==> config.mk <==
export PLATFORM = sky130hd
export DESIGN_NAME = regfile_scoreboard_flat
export DESIGN_NICKNAME = d
export VERILOG_FILES = /design/src/rtl/regfile_if.sv /design/src/rtl/regfile_scoreboard.sv /design/src/flat_wrapper.sv
export SDC_FILE = /design/constraint.sdc
export NUM_CORES = 1
export LEC_CHECK = 0
export ABC_AREA = 1
export ABC_CLOCK_PERIOD_IN_PS = 8250
export CORE_ASPECT_RATIO = 1.1
export CORE_MARGIN = 10
export CORE_UTILIZATION = 40
export DETAILED_ROUTE_END_ITERATION = 10
export DONT_BUFFER_PORTS = 1
export PLACE_DENSITY_LB_ADDON = 0.3
export RECOVER_POWER = 100
export SLEW_MARGIN = 0
export SYNTH_ARGS = -nofsm -noshare
export SYNTH_HDL_FRONTEND = slang
export SYNTH_SLANG_ARGS = --single-unit
==> constraint.sdc <==
create_clock -name clk -period 8.25 [get_ports clk]
set_clock_uncertainty 0.2 [all_clocks]
set_input_delay 0.825 -clock clk [delete_from_list [all_inputs] [get_ports clk]]
set_output_delay 0.825 -clock clk [all_outputs]
set_load 0.01 [all_outputs]
==> src/rtl/regfile_if.sv <==
// Operand-read, issue, write-back and PC-control bundle between issue logic and the register file.
// rd_valid qualifies rd_data_a/b one cycle after an accepted read; hazard is a same-cycle stall request.
interface regfile_if #(
    parameter int DATA_W = 16,
    parameter int ADDR_W = 3
);
    logic              rd_en;
    logic [ADDR_W-1:0] rd_addr_a;
    logic [ADDR_W-1:0] rd_addr_b;
    logic              use_a;
    logic              use_b;
    logic              fwd_en_a;
    logic              fwd_en_b;
    logic [DATA_W-1:0] fwd_data_a;
    logic [DATA_W-1:0] fwd_data_b;
    logic              issue_en;
    logic [ADDR_W-1:0] issue_dst;
    logic              wr_en;
    logic [ADDR_W-1:0] wr_addr;
    logic [DATA_W-1:0] wr_data;
    logic              pc_stall;
    logic              pc_load;
    logic [DATA_W-1:0] pc_target;
    logic [DATA_W-1:0] rd_data_a;
    logic [DATA_W-1:0] rd_data_b;
    logic              rd_valid;
    logic              hazard;
    logic [DATA_W-1:0] pc;
    logic [ADDR_W-1:0] dbg_sel;
    logic [DATA_W-1:0] dbg_data;

    modport master (
        output rd_en, rd_addr_a, rd_addr_b, use_a, use_b,
               fwd_en_a, fwd_en_b, fwd_data_a, fwd_data_b,
               issue_en, issue_dst, wr_en, wr_addr, wr_data,
               pc_stall, pc_load, pc_target, dbg_sel,
        input  rd_data_a, rd_data_b, rd_valid, hazard, pc, dbg_data
    );

    modport slave (
        input  rd_en, rd_addr_a, rd_addr_b, use_a, use_b,
               fwd_en_a, fwd_en_b, fwd_data_a, fwd_data_b,
               issue_en, issue_dst, wr_en, wr_addr, wr_data,
               pc_stall, pc_load, pc_target, dbg_sel,
        output rd_data_a, rd_data_b, rd_valid, hazard, pc, dbg_data
    );
endinterface

==> src/rtl/regfile_scoreboard.sv <==
// Register file with write-to-read bypass, per-register busy scoreboard and hazard detection.
// Index 0 is the program counter: reads return pc, writes to it are dropped.
module regfile_scoreboard #(
    parameter int DATA_W   = 16,
    parameter int ADDR_W   = 3,
    parameter int PC_STEP  = 2,
    parameter int RESET_PC = 0
) (
    input logic      clk,
    input logic      reset,
    regfile_if.slave bus
);
    localparam int NREGS = 2 ** ADDR_W;

    logic [DATA_W-1:0] regs [NREGS];
    logic [NREGS-1:0]  busy;
    logic [NREGS-1:0]  busy_next;
    logic [DATA_W-1:0] pc_q;
    logic [DATA_W-1:0] pc_next;
    logic [DATA_W-1:0] op_a;
    logic [DATA_W-1:0] op_b;
    logic [DATA_W-1:0] rd_data_a_q;
    logic [DATA_W-1:0] rd_data_b_q;
    logic              rd_valid_q;
    logic              byp_a;
    logic              byp_b;
    logic              blk_a;
    logic              blk_b;
    logic              hazard_c;
    logic              capture;
    logic              wr_hit;

    assign wr_hit = bus.wr_en && (bus.wr_addr != '0);

    // Operand select: forward override, then same-cycle write bypass, then storage.
    always_comb begin
        byp_a = wr_hit && (bus.wr_addr == bus.rd_addr_a);
        byp_b = wr_hit && (bus.wr_addr == bus.rd_addr_b);

        if (bus.fwd_en_a)             op_a = bus.fwd_data_a;
        else if (byp_a)               op_a = bus.wr_data;
        else if (bus.rd_addr_a == '0) op_a = pc_q;
        else                          op_a = regs[bus.rd_addr_a];

        if (bus.fwd_en_b)             op_b = bus.fwd_data_b;
        else if (byp_b)               op_b = bus.wr_data;
        else if (bus.rd_addr_b == '0) op_b = pc_q;
        else                          op_b = regs[bus.rd_addr_b];

        blk_a    = bus.use_a && busy[bus.rd_addr_a] && !bus.fwd_en_a && !byp_a;
        blk_b    = bus.use_b && busy[bus.rd_addr_b] && !bus.fwd_en_b && !byp_b;
        hazard_c = !reset && bus.rd_en && (blk_a || blk_b);
        capture  = bus.rd_en && !hazard_c;
    end

    // A new producer issued in the same cycle as a write-back keeps the register busy.
    always_comb begin
        busy_next = busy;
        if (wr_hit)
            busy_next[bus.wr_addr] = 1'b0;
        if (capture && bus.issue_en && (bus.issue_dst != '0))
            busy_next[bus.issue_dst] = 1'b1;
    end

    always_comb begin
        if (bus.pc_load)       pc_next = bus.pc_target & ~DATA_W'(1);
        else if (bus.pc_stall) pc_next = pc_q;
        else                   pc_next = pc_q + DATA_W'(PC_STEP);
    end

    always_ff @(posedge clk or posedge reset) begin
        if (reset) begin
            for (int i = 0; i < NREGS; i++)
                regs[i] <= '0;
        end else if (wr_hit) begin
            regs[bus.wr_addr] <= bus.wr_data;
        end
    end

    always_ff @(posedge clk or posedge reset) begin
        if (reset) begin
            busy        <= '0;
            pc_q        <= DATA_W'(RESET_PC);
            rd_data_a_q <= '0;
            rd_data_b_q <= '0;
            rd_valid_q  <= 1'b0;
        end else begin
            busy       <= busy_next;
            pc_q       <= pc_next;
            rd_valid_q <= capture;
            if (capture) begin
                rd_data_a_q <= op_a;
                rd_data_b_q <= op_b;
            end
        end
    end

    assign bus.rd_data_a = rd_data_a_q;
    assign bus.rd_data_b = rd_data_b_q;
    assign bus.rd_valid  = rd_valid_q;
    assign bus.hazard    = hazard_c;
    assign bus.pc        = pc_q;
    assign bus.dbg_data  = (bus.dbg_sel == '0) ? pc_q : regs[bus.dbg_sel];
endmodule

==> src/flat_wrapper.sv <==
// flat-port wrapper written by rule: the top's interface ports become plain ports
module regfile_scoreboard_flat 
#(
    parameter int DATA_W   = 16,
    parameter int ADDR_W   = 3,
    parameter int PC_STEP  = 2,
    parameter int RESET_PC = 0
)
  (clk, reset, bus_rd_en, bus_rd_addr_a, bus_rd_addr_b, bus_use_a, bus_use_b, bus_fwd_en_a, bus_fwd_en_b, bus_fwd_data_a, bus_fwd_data_b, bus_issue_en, bus_issue_dst, bus_wr_en, bus_wr_addr, bus_wr_data, bus_pc_stall, bus_pc_load, bus_pc_target, bus_dbg_sel, bus_rd_data_a, bus_rd_data_b, bus_rd_valid, bus_hazard, bus_pc, bus_dbg_data);
  regfile_if #(.DATA_W(DATA_W), .ADDR_W(ADDR_W)) bus_i ();
  input logic clk;
  input logic reset;
  input wire logic [$bits(bus_i.rd_en)-1:0] bus_rd_en;
  input wire logic [$bits(bus_i.rd_addr_a)-1:0] bus_rd_addr_a;
  input wire logic [$bits(bus_i.rd_addr_b)-1:0] bus_rd_addr_b;
  input wire logic [$bits(bus_i.use_a)-1:0] bus_use_a;
  input wire logic [$bits(bus_i.use_b)-1:0] bus_use_b;
  input wire logic [$bits(bus_i.fwd_en_a)-1:0] bus_fwd_en_a;
  input wire logic [$bits(bus_i.fwd_en_b)-1:0] bus_fwd_en_b;
  input wire logic [$bits(bus_i.fwd_data_a)-1:0] bus_fwd_data_a;
  input wire logic [$bits(bus_i.fwd_data_b)-1:0] bus_fwd_data_b;
  input wire logic [$bits(bus_i.issue_en)-1:0] bus_issue_en;
  input wire logic [$bits(bus_i.issue_dst)-1:0] bus_issue_dst;
  input wire logic [$bits(bus_i.wr_en)-1:0] bus_wr_en;
  input wire logic [$bits(bus_i.wr_addr)-1:0] bus_wr_addr;
  input wire logic [$bits(bus_i.wr_data)-1:0] bus_wr_data;
  input wire logic [$bits(bus_i.pc_stall)-1:0] bus_pc_stall;
  input wire logic [$bits(bus_i.pc_load)-1:0] bus_pc_load;
  input wire logic [$bits(bus_i.pc_target)-1:0] bus_pc_target;
  input wire logic [$bits(bus_i.dbg_sel)-1:0] bus_dbg_sel;
  output wire logic [$bits(bus_i.rd_data_a)-1:0] bus_rd_data_a;
  output wire logic [$bits(bus_i.rd_data_b)-1:0] bus_rd_data_b;
  output wire logic [$bits(bus_i.rd_valid)-1:0] bus_rd_valid;
  output wire logic [$bits(bus_i.hazard)-1:0] bus_hazard;
  output wire logic [$bits(bus_i.pc)-1:0] bus_pc;
  output wire logic [$bits(bus_i.dbg_data)-1:0] bus_dbg_data;
  assign bus_i.rd_en = bus_rd_en;
  assign bus_i.rd_addr_a = bus_rd_addr_a;
  assign bus_i.rd_addr_b = bus_rd_addr_b;
  assign bus_i.use_a = bus_use_a;
  assign bus_i.use_b = bus_use_b;
  assign bus_i.fwd_en_a = bus_fwd_en_a;
  assign bus_i.fwd_en_b = bus_fwd_en_b;
  assign bus_i.fwd_data_a = bus_fwd_data_a;
  assign bus_i.fwd_data_b = bus_fwd_data_b;
  assign bus_i.issue_en = bus_issue_en;
  assign bus_i.issue_dst = bus_issue_dst;
  assign bus_i.wr_en = bus_wr_en;
  assign bus_i.wr_addr = bus_wr_addr;
  assign bus_i.wr_data = bus_wr_data;
  assign bus_i.pc_stall = bus_pc_stall;
  assign bus_i.pc_load = bus_pc_load;
  assign bus_i.pc_target = bus_pc_target;
  assign bus_i.dbg_sel = bus_dbg_sel;
  assign bus_rd_data_a = bus_i.rd_data_a;
  assign bus_rd_data_b = bus_i.rd_data_b;
  assign bus_rd_valid = bus_i.rd_valid;
  assign bus_hazard = bus_i.hazard;
  assign bus_pc = bus_i.pc;
  assign bus_dbg_data = bus_i.dbg_data;
  regfile_scoreboard #(.DATA_W(DATA_W), .ADDR_W(ADDR_W), .PC_STEP(PC_STEP), .RESET_PC(RESET_PC)) u_core (.clk(clk), .reset(reset), .bus(bus_i));
endmodule
==> results of run 1 <==
layout make-up:
class / instances / area (um^2) / area share
inverters: 105 / 395 / 0.0339
clock buffers: 18 / 439 / 0.0377
clock inverters: 14 / 170 / 0.0146
well taps: 357 / 447 / 0.0383
flip-flops and latches: 169 / 4230 / 0.363
repair buffers: 14 / 67.6 / 0.00580
multi-input cells: 1300 / 5910 / 0.507
synthesized netlist by cell type:
library cell	instances	area share
a311oi_1	9	0.0071
clkbuf_4	1	0.00068
nand3_1	212	0.096
buf_6	3	0.0030
nand2_4	3	0.0030
nor2_1	33	0.011
dfrtp_1	169	0.38
nor2_4	5	0.0051
o32ai_1	1	0.00079
o31ai_1	1	0.00068
o221ai_1	4	0.0032
clkbuf_1	61	0.021
nand3_2	1	0.00090
inv_1	101	0.034
nor3_1	7	0.0032
a21boi_1	1	0.00068
buf_1	8	0.0027
xor2_1	17	0.013
ha_1	1	0.0011
nand2_1	689	0.23
nand2_2	2	0.0011
xnor2_1	1	0.00079
a21oi_1	77	0.035
or2_2	7	0.0040
a211oi_1	2	0.0014
clkinv_1	2	0.00068
nand4_1	14	0.0079
o21ai_0	179	0.081
clkbuf_2	1	0.00045
a32o_1	3	0.0027
buf_4	7	0.0047
o211ai_1	27	0.018
a31oi_1	1	0.00057
conb_1	1	0.00034
o21bai_1	2	0.0014
buf_2	37	0.017
inv_2	2	0.00068
routing by layer:
layer	vias up	share of wire
met4	0	0.016
met5	-	0
met2	654	0.41
met3	55	0.14
met1	5285	0.43
li1	5346	-
registers in the layout, summed over array words and instances (netlist names):
name / flops
u_core.bus.pc: 15
u_core.bus.rd_data_a: 16
u_core.bus.rd_valid: 1
u_core.bus.rd_data_b: 16
u_core.regs: 113
u_core.busy: 8
final timing paths:
kind / cells past startpoint / from / endpoint / slack, ns
worst max-delay path: 6 / bus_dbg_sel[0] / bus_dbg_data[15] / 2.83
worst min-delay path: 0 / u_core.regs[112] / u_core.regs[112] / 0.18
worst max register to register: 11 / u_core.busy[4] / u_core.bus.rd_data_b[6] / 4.72
worst min register to register: 0 / u_core.regs[112] / u_core.regs[112] / 0.18
max in group asynchronous: 3 / reset / u_core.regs[72] / 4.80
min in group asynchronous: 1 / reset / u_core.busy[4] / 0.65
worst reg2reg max path, cell delays in order (launching register included):
cell and delay [ns]:
dfrtp_1 0.40, nand2_1 0.08, nand3_1 0.10, nand3_1 0.13, nand2_1 0.07, nand3_1 0.07
nand2_1 0.06, nand2_1 0.08, clkbuf_1 1.34, nand2_4 0.59, nand2_1 0.23, nand2_1 0.07
per-stage QoR:
| step | total power [uW] | instances |
|---|---|---|
| CTS | 2500 | 1977 |
| global placement | 1640 | 1945 |
| global route | 2650 | 1977 |
| detailed placement | 1660 | 1945 |
| floorplan | 1520 | 1692 |
| finish | 2510 | 1977 |
kinds of logic after synthesis:
logic type                 share of synthesized area
xor gates and xnor gates                      0.0142
adders and majority gates                    0.00113
other                                       0.000339
and+or+nand+nor                                0.366
buffers and inverters                         0.0846
DFF                                            0.382
AOI/OAI and AO/OA                              0.152
report_power, final:
group	internal, uW	switching [uW]
registers	970	157
logic	183	343
clock network	486	369
total	1640	869
==> impl_metrics.py, run 1 <==
metrics = {
    "outcome": {
        "status": "finished with violations",
        "failed_checks": "max-capacitance violations, max-slew violations",
    },
    "grt": {
        "gr-usage-met1": 0.325,
        "grtUsageTotal": 0.225,
        "antenna_found_initial": 0,
        "grt.overflow.total": 0,
        "grt_pass1_wl_um": 61600,
        "grt_pass1_vias": 10400,
        "grt-busiest-layer": "met1",
        "gr-usage-met2": 0.314,
        "grt_use_met3": 0.0781,
        "grt_max_degree": 84,
    },
    "layout": {
        "diodes": 0,
        "nNetsFinal": 1698,
        "layout-drive-gt1-share": 0.0358,
        "final_core_util": 0.430,
        "final_common_cell": "nand2_1",
        "fillCellCount": 2810,
        "design_area_um2": 11700,
        "mostFrequentLayoutCells": "nand2_1 (690), nand3_1 (213), o21ai_0 (179)",
        "area_delta_synth_final_pct": 5.23,
    },
    "hold_path": {
        "min_path_type": "reg2reg",
    },
    "yosys": {
        "ys_seq_area_frac": 0.382,
        "yosysWarnings": 0,
        "avgSynthCellArea_um2": 6.55,
        "synth_seq_cells": 169,
        "synth_cell_types": 37,
        "synth_nets": 1783,
        "syn_area_um2": 11100,
        "synthCells": 1692,
    },
    "detailed_routing": {
        "drt_iter0_drc": 1502,
        "drt-pass1-iter-count": 7,
        "drtAntennaViolNets": 0,
        "wl_per_cell_um": 20.4,
        "drc_errors": 0,
        "vias_per_cell": 5.74,
        "num_vias": 11300,
        "routed_wl_um": 40300,
    },
    "timing": {
        "finalHoldViolations": 0,
        "drv_slew": 361,
        "max_slew_margin": -1.15,
        "timing.setup.tns_ns": 0,
        "max_freq_mhz": 184,
        "hold_ws_ns": 0.180,
        "period_share": 0.658,
        "setup_viol": 0,
        "period_minus_slack_ns": 5.42,
        "worst_slew_pin_slew_ns": 3.23,
        "fin_ws_ns": 2.83,
        "rsz0062_at_grt": "no",
    },
    "run": {
        "maxCapViolCount": 9,
    },
    "cts": {
        "clk_path_buf_depth": 2,
        "clk_pin_slew_ns": 0.07,
        "ctsHoldBuffers": 0,
        "worstSkewPairLatency_ns": 0.44,
        "h-tree-depth": 4,
        "cts-buffers-inserted": 17,
        "postCtsSetupBuffers": 0,
        "clock_sinks": 169,
        "cts_tree": "built",
        "root_buffer": "clkbuf_16",
        "cts_resized": 0,
    },
    "critical_path": {
        "path_class": "in2out",
        "crit_top_cell": "a21oi_1",
        "crit_family": "buffers and inverters",
        "cpPeakStageDelay_ns": 2.27,
        "crit_fanout": 65,
        "crit_slowest_cell": "clkbuf_1",
        "required_ns": 7.22,
        "critPathLaunchType": "primary input",
        "worst_ep_arrival_time_ns": 4.40,
        "crit_path_end_kind": "output port",
        "crit_buf_inv": 2,
        "crit_chain": "clkinv_1, clkbuf_1, a21oi_1, o21ai_0, a21oi_1, a311oi_1",
    },
    "placed_design": {
        "place_ws_ns": 4.55,
        "placed_area_um2": 11100,
        "dp_hpwl_um": 26300,
        "port_buffers": 0,
        "gp_congestion": 0.889,
    },
    "die": {
        "rows": 63,
        "dieHeight_um": 195,
        "fp.dieArea_um2": 34800,
        "ios": 156,
        "initial_core_util": 0.409,
        "core_um2": 27100,
        "dieWidth_um": 179,
    },
    "pwr": {
        "p_leak_uw": 0.00562,
        "power_per_cell_area_nw_per_um2": 215,
        "vdd_drop_max_v": 0.000109,
    },
}
Power figures use the tool's default switching activity.
==> run 2, diff against run 1 <==
--- a/config.mk
+++ b/config.mk
@@ -6,7 +6,7 @@
 export NUM_CORES = 1
 export LEC_CHECK = 0
 export ABC_AREA = 1
-export ABC_CLOCK_PERIOD_IN_PS = 8250
+export ABC_CLOCK_PERIOD_IN_PS = 5400
 export CORE_ASPECT_RATIO = 1.1
 export CORE_MARGIN = 10
 export CORE_UTILIZATION = 40
==> constraint.sdc (replaced) <==
create_clock -name clk -period 5.4 [get_ports clk]
set_clock_uncertainty 0.2 [all_clocks]
set_input_delay 0.54 -clock clk [delete_from_list [all_inputs] [get_ports clk]]
set_output_delay 0.54 -clock clk [all_outputs]
set_load 0.01 [all_outputs]
==> run 2 against run 1 <==
Against the previous run:
- the run still ends with max-capacitance violations, max-slew violations left
- setup slack worse by 0.74 ns
- core utilization up 0.055 points
- critical endpoint is now u_core.bus.rd_data_b[7]
- sequential share of layout area about the same
- flip-flop and latch count unchanged
- largest cell class unchanged
==> impl_metrics.py, run 2 (same netlist as run 1, synthesis figures left out) <==
metrics = {
    "grt": {
        "grt.overflow.total": 0,
        "grtUsageTotal": 0.227,
        "grt_pass1_vias": 10600,
        "antenna_found_initial": 0,
        "grt_max_degree": 88,
        "grt_pass1_wl_um": 62400,
    },
    "detailed_routing": {
        "drt_iter0_drc": 1511,
        "wl_per_cell_um": 20.4,
        "met2WireLength_um": 16900,
        "drtAntennaViolNets": 0,
        "wl_met3_um": 5370,
        "vias_per_cell": 5.71,
        "routed_wl_um": 40300,
        "maxUsedRoutingLayer": "met4",
        "drc_errors": 0,
        "drt-pass1-iter-count": 6,
        "wl_met1_um": 17400,
        "num_vias": 11300,
    },
    "die": {
        "core_um2": 27100,
        "fp.dieArea_um2": 34800,
        "ios": 156,
        "rows": 63,
        "dieWidth_um": 179,
        "initial_core_util": 0.409,
        "dieHeight_um": 195,
    },
    "layout": {
        "mostFrequentLayoutCells": "nand2_1 (691), nand3_1 (212), o21ai_0 (179)",
        "final_common_cell": "nand2_1",
        "diodes": 0,
        "layout-drive-gt1-share": 0.0370,
        "largest-register": "u_core.regs",
        "area_delta_synth_final_pct": 5.36,
        "final_core_util": 0.430,
        "nNetsFinal": 1700,
        "finalNonFillerCells": 1979,
        "largest_register_ffs": 113,
    },
    "critical_path": {
        "crit_path_end_kind": "register",
        "crit_fanout": 33,
        "worst_ep_arrival_time_ns": 3.43,
        "critPathLaunchType": "primary input",
        "required_ns": 5.52,
        "path_class": "in2reg",
    },
    "cts": {
        "worstSkewPairLatency_ns": 0.44,
        "clock_sinks": 169,
        "ctsHoldBuffers": 1,
        "root_buffer": "clkbuf_16",
        "cts_resized": 0,
        "clk_path_buf_depth": 2,
        "h-tree-depth": 4,
        "cts-buffers-inserted": 17,
        "clk_pin_slew_ns": 0.07,
        "cts_tree": "built",
        "postCtsSetupBuffers": 0,
    },
    "placed_design": {
        "port_buffers": 0,
        "dp_hpwl_um": 26200,
        "gp_congestion": 0.882,
        "place_ws_ns": 2.35,
        "dp_cells": 1946,
    },
    "hold_path": {
        "min_path_type": "in2reg",
    },
    "pwr": {
        "vdd_drop_max_v": 0.000186,
        "comb_power_share": 0.211,
        "power_per_cell_area_nw_per_um2": 326,
        "p_int_uw": 2480,
        "switching_share": 0.350,
        "clock_power_share": 0.336,
        "p_leak_uw": 0.00564,
        "pwr-share-seq": 0.453,
        "p_switching_uw": 1330,
    },
    "timing": {
        "setup_viol": 0,
        "fin_ws_ns": 2.09,
        "max_freq_mhz": 302,
        "period_minus_slack_ns": 3.31,
        "period_share": 0.613,
        "hold_ws_ns": 0.0211,
        "timing.setup.tns_ns": 0,
        "rsz0062_at_grt": "no",
        "worst_slew_pin_slew_ns": 1.89,
        "finalHoldViolations": 0,
        "drv_slew": 271,
        "max_slew_margin": -0.260,
    },
    "outcome": {
        "failed_checks": "max-capacitance violations, max-slew violations",
        "status": "finished with violations",
    },
    "run": {
        "maxCapViolCount": 8,
    },
}
[run 2: cell types whose count changed in the layout (fill, tap and decap cells not counted)]
cell	before	now
clkinv_4	1	4
nand2_1	690	691
nand2_4	3	2
clkbuf_1	10	9
dlygate4sd3_1	0	1
bufinv_16	3	2
inv_6	3	4
clkinvlp_2	1	0
clkbuf_8	1	2
buf_4	4	7
nand3_1	213	212
nand3_2	0	1
clkinvlp_4	4	2
clkinv_2	3	1
[run 2: through the flow]
step	area (um^2)	power [uW]
after floorplan	11100	2330
after global routing	11700	4040
after global placement	11100	2510
after CTS	11700	3800
after detailed placement	11100	2530
final	11700	3810
[run 2: final timing paths]
kind	end	startpoint	slack [ns]	depth (start not counted)
worst max-delay path	u_core.bus.rd_data_b[7]	bus_rd_addr_a[1]	2.09	11
worst min-delay path	u_core.regs[6]	bus_wr_data[6]	0.02	2
worst max register to register	u_core.bus.rd_data_b[7]	u_core.busy[0]	2.51	11
worst min register to register	u_core.regs[112]	u_core.regs[112]	0.19	0
max in group asynchronous	u_core.regs[102]	reset	2.16	3
min in group asynchronous	u_core.bus.rd_data_a[13]	reset	0.57	2
[run 2: area by class of cell]
class / count / area, um^2
inverters: 105 / 399
clock inverters: 12 / 141
repair buffers: 16 / 92.6
well taps: 357 / 447
multi-input cells: 1300 / 5910
fillers: 2874 / 15400
flip-flops and latches: 169 / 4230
clock buffers: 20 / 457
[run 2: worst max-delay path: stages]
cell and delay (ns):
inv_1 0.71, nand3_1 0.15, nand3_1 0.13, nand2_1 0.07, nand3_1 0.07, nand2_1 0.06, nand2_1 0.22, buf_4 0.39
nand2_1 0.72, nand2_1 0.26, nand2_1 0.07
[run 2: routing by layer]
metal | vias to the layer above | track usage
li1 | 5348 | -
met1 | 5214 | 0.319
met2 | 686 | 0.329
met3 | 45 | 0.0702
met4 | 0 | 0.0546
met5 | - | 0
[run 2: power by group through the flow]
stage	registers [uW]	logic, uW	clock network, uW
6_report	1720	804	1280
5_1_grt	1760	931	1350
4_1_cts	1720	799	1280
3_5_place_dp	1740	796	0
3_3_place_gp	1730	775	0
2_1_floorplan	1680	651	0
==> run 3, diff against run 2 <==
--- a/config.mk
+++ b/config.mk
@@ -6,7 +6,7 @@
 export NUM_CORES = 1
 export LEC_CHECK = 0
 export ABC_AREA = 1
-export ABC_CLOCK_PERIOD_IN_PS = 5400
+export ABC_CLOCK_PERIOD_IN_PS = 2750
 export CORE_ASPECT_RATIO = 1.1
 export CORE_MARGIN = 10
 export CORE_UTILIZATION = 40
==> constraint.sdc (replaced) <==
create_clock -name clk -period 2.75 [get_ports clk]
set_clock_uncertainty 0.2 [all_clocks]
set_input_delay 0.275 -clock clk [delete_from_list [all_inputs] [get_ports clk]]
set_output_delay 0.275 -clock clk [all_outputs]
set_load 0.01 [all_outputs]
==> run 3 against run 2 <==
Against the previous run:
- the run still ends with max-capacitance violations, max-slew violations left
- first-iteration DRC count up 2.1%
- largest cell class unchanged
- register-to-register slack worse by 2.3 ns
- clock power grew 89%
- setup slack got worse by 2.0 ns
==> impl_metrics.py, run 3 (same netlist as run 1, synthesis figures left out) <==
metrics = {
    "placed_design": {
        "gp_congestion": 0.894,
        "port_buffers": 0,
        "dp_hpwl_um": 27400,
        "placed_area_um2": 11400,
    },
    "timing": {
        "drv_slew": 135,
        "rsz0062_at_grt": "no",
        "max_slew_margin": -0.0879,
        "period_minus_slack_ns": 2.62,
        "worst_slew_pin_slew_ns": 1.63,
        "period_share": 0.953,
        "max_freq_mhz": 382,
        "setup_viol": 0,
        "timing.setup.tns_ns": 0,
        "finalHoldViolations": 0,
    },
    "detailed_routing": {
        "wl_met1_um": 18100,
        "wl_met3_um": 5080,
        "drtAntennaViolNets": 0,
        "wl_per_cell_um": 19.7,
        "drc_errors": 0,
        "vias_per_cell": 5.65,
        "met2WireLength_um": 18200,
        "routed_wl_um": 41900,
        "num_vias": 12000,
        "drt-pass1-iter-count": 6,
        "maxUsedRoutingLayer": "met4",
        "drt_iter0_drc": 1542,
    },
    "cts": {
        "worstSkewPairLatency_ns": 0.44,
        "h-tree-depth": 4,
        "cts-buffers-inserted": 17,
        "root_buffer": "clkbuf_16",
        "postCtsSetupBuffers": 0,
        "clk_path_buf_depth": 2,
        "clock_sinks": 169,
        "clk_pin_slew_ns": 0.07,
        "cts_tree": "built",
    },
    "critical_path": {
        "worst_ep_arrival_time_ns": 2.74,
        "crit_path_start": "bus_wr_addr[1]",
        "critPathLaunchType": "primary input",
        "crit_path_end_kind": "register",
        "required_ns": 2.87,
        "crit_fanout": 7,
        "path_class": "in2reg",
        "r2r-start": "u_core.bus.pc[3]",
    },
    "grt": {
        "grt_pass1_wl_um": 65800,
        "grtUsageTotal": 0.237,
        "grt_pass1_vias": 11300,
        "grt.overflow.total": 0,
        "grt_max_degree": 84,
        "antenna_found_initial": 0,
    },
    "layout": {
        "nNetsFinal": 1852,
        "diodes": 0,
        "largest-register": "u_core.regs",
        "final_common_cell": "nand2_1",
        "largest_register_ffs": 113,
        "mostFrequentLayoutCells": "nand2_1 (689), nand3_1 (212), o21ai_0 (179)",
        "fillCellCount": 2715,
        "design_area_um2": 13100,
        "layout-drive-gt1-share": 0.0468,
        "area_delta_synth_final_pct": 17.8,
    },
    "die": {
        "ios": 156,
        "core_um2": 27100,
        "dieHeight_um": 195,
        "rows": 63,
        "dieWidth_um": 179,
        "fp.dieArea_um2": 34800,
        "initial_core_util": 0.409,
    },
    "pwr": {
        "clock_power_share": 0.317,
        "totalPowerFinal_uw": 7640,
        "p_leak_uw": 0.00618,
        "switching_share": 0.350,
        "comb_power_share": 0.239,
        "p_switching_uw": 2670,
        "p_int_uw": 4960,
        "pwr-share-seq": 0.444,
        "power_per_cell_area_nw_per_um2": 585,
        "vdd_drop_max_v": 0.000313,
    },
    "hold_path": {
        "min_path_type": "in2reg",
        "holdCritStartpoint": "bus_wr_data[9]",
    },
    "run": {
        "maxCapViolCount": 4,
    },
    "outcome": {
        "failed_checks": "max-capacitance violations, max-slew violations",
        "status": "finished with violations",
    },
}
run 3: changes by cell type in the layout (fill, tap and decap cells not counted), sizes merged:
cell,change
inv,-2
bufinv,-1
clkinvlp,+4
buf,+17
clkinv,-1
clkbuf,+17
dlygate4sd3,+118
run 3: routing by layer:
| metal | GRT usage | up-vias |
|---|---|---|
| li1 | - | 5648 |
| met1 | 0.337 | 5671 |
| met2 | 0.349 | 677 |
| met3 | 0.0677 | 50 |
| met4 | 0.0513 | 0 |
| met5 | 0 | - |
run 3: layout make-up:
class,count,area [um^2],share of cell area
Sequential cell,169,4230,0.324
Multi-Input combinational cell,1300,5910,0.453
Tap cell,357,447,0.0342
Inverter,105,395,0.0303
Clock buffer,20,467,0.0358
Timing Repair Buffer,168,1480,0.114
Clock inverter,12,116,0.00891
run 3: worst paths after layout:
path / end / slack, ns / depth (start not counted)
worst max register to register: u_core.bus.pc[14] / 0.21 / 10
worst min-delay path: u_core.regs[25] / 0.002 / 2
max in group asynchronous: u_core.bus.pc[6] / 0.34 / 3
min in group asynchronous: u_core.busy[6] / 0.32 / 2
worst max-delay path: u_core.busy[7] / 0.13 / 7
worst min register to register: u_core.regs[112] / 0.20 / 0
run 3: repair_timing:
| item | 4_1_cts | 5_1_grt |
|---|---|---|
| gates resized for setup | 0 | 2 |
| endpoints found under the hold margin | 181 | 0 |
| endpoints found under the setup margin | 0 | 17 |
| hold buffers | 120 | 0 |
run 3: power groups by stage:
stage / sequential, uW / combinational [uW] / clock (uW)
after floorplan: 3290 / 1280 / 0
after global placement: 3410 / 1590 / 0
after detailed placement: 3420 / 1630 / 0
after CTS: 3380 / 1830 / 2430
after global routing: 3450 / 2080 / 2550
final: 3390 / 1830 / 2420
run 3: through the flow:
stage / hold slack (ns) / utilization / worst slack, ns / std cells
floorplan: 0.196 / - / 0.120 / 1692
global placement: 0.0374 / 0.419 / 0.423 / 1979
detailed placement: 0.0417 / 0.419 / 0.474 / 1979
CTS: 0.0000585 / 0.486 / 0.165 / 2131
global route: 0.0149 / 0.481 / 0.0201 / 2131
finish: 0.00182 / 0.481 / 0.130 / 2131
run 3: critical path, cell delays in order:
cell,delay (ns)
dlygate4sd3_1,0.54
nand2_1,0.07
dlygate4sd3_1,0.55
o21ai_0,0.13
dlygate4sd3_1,0.56
nand2_1,0.06
dlygate4sd3_1,0.56
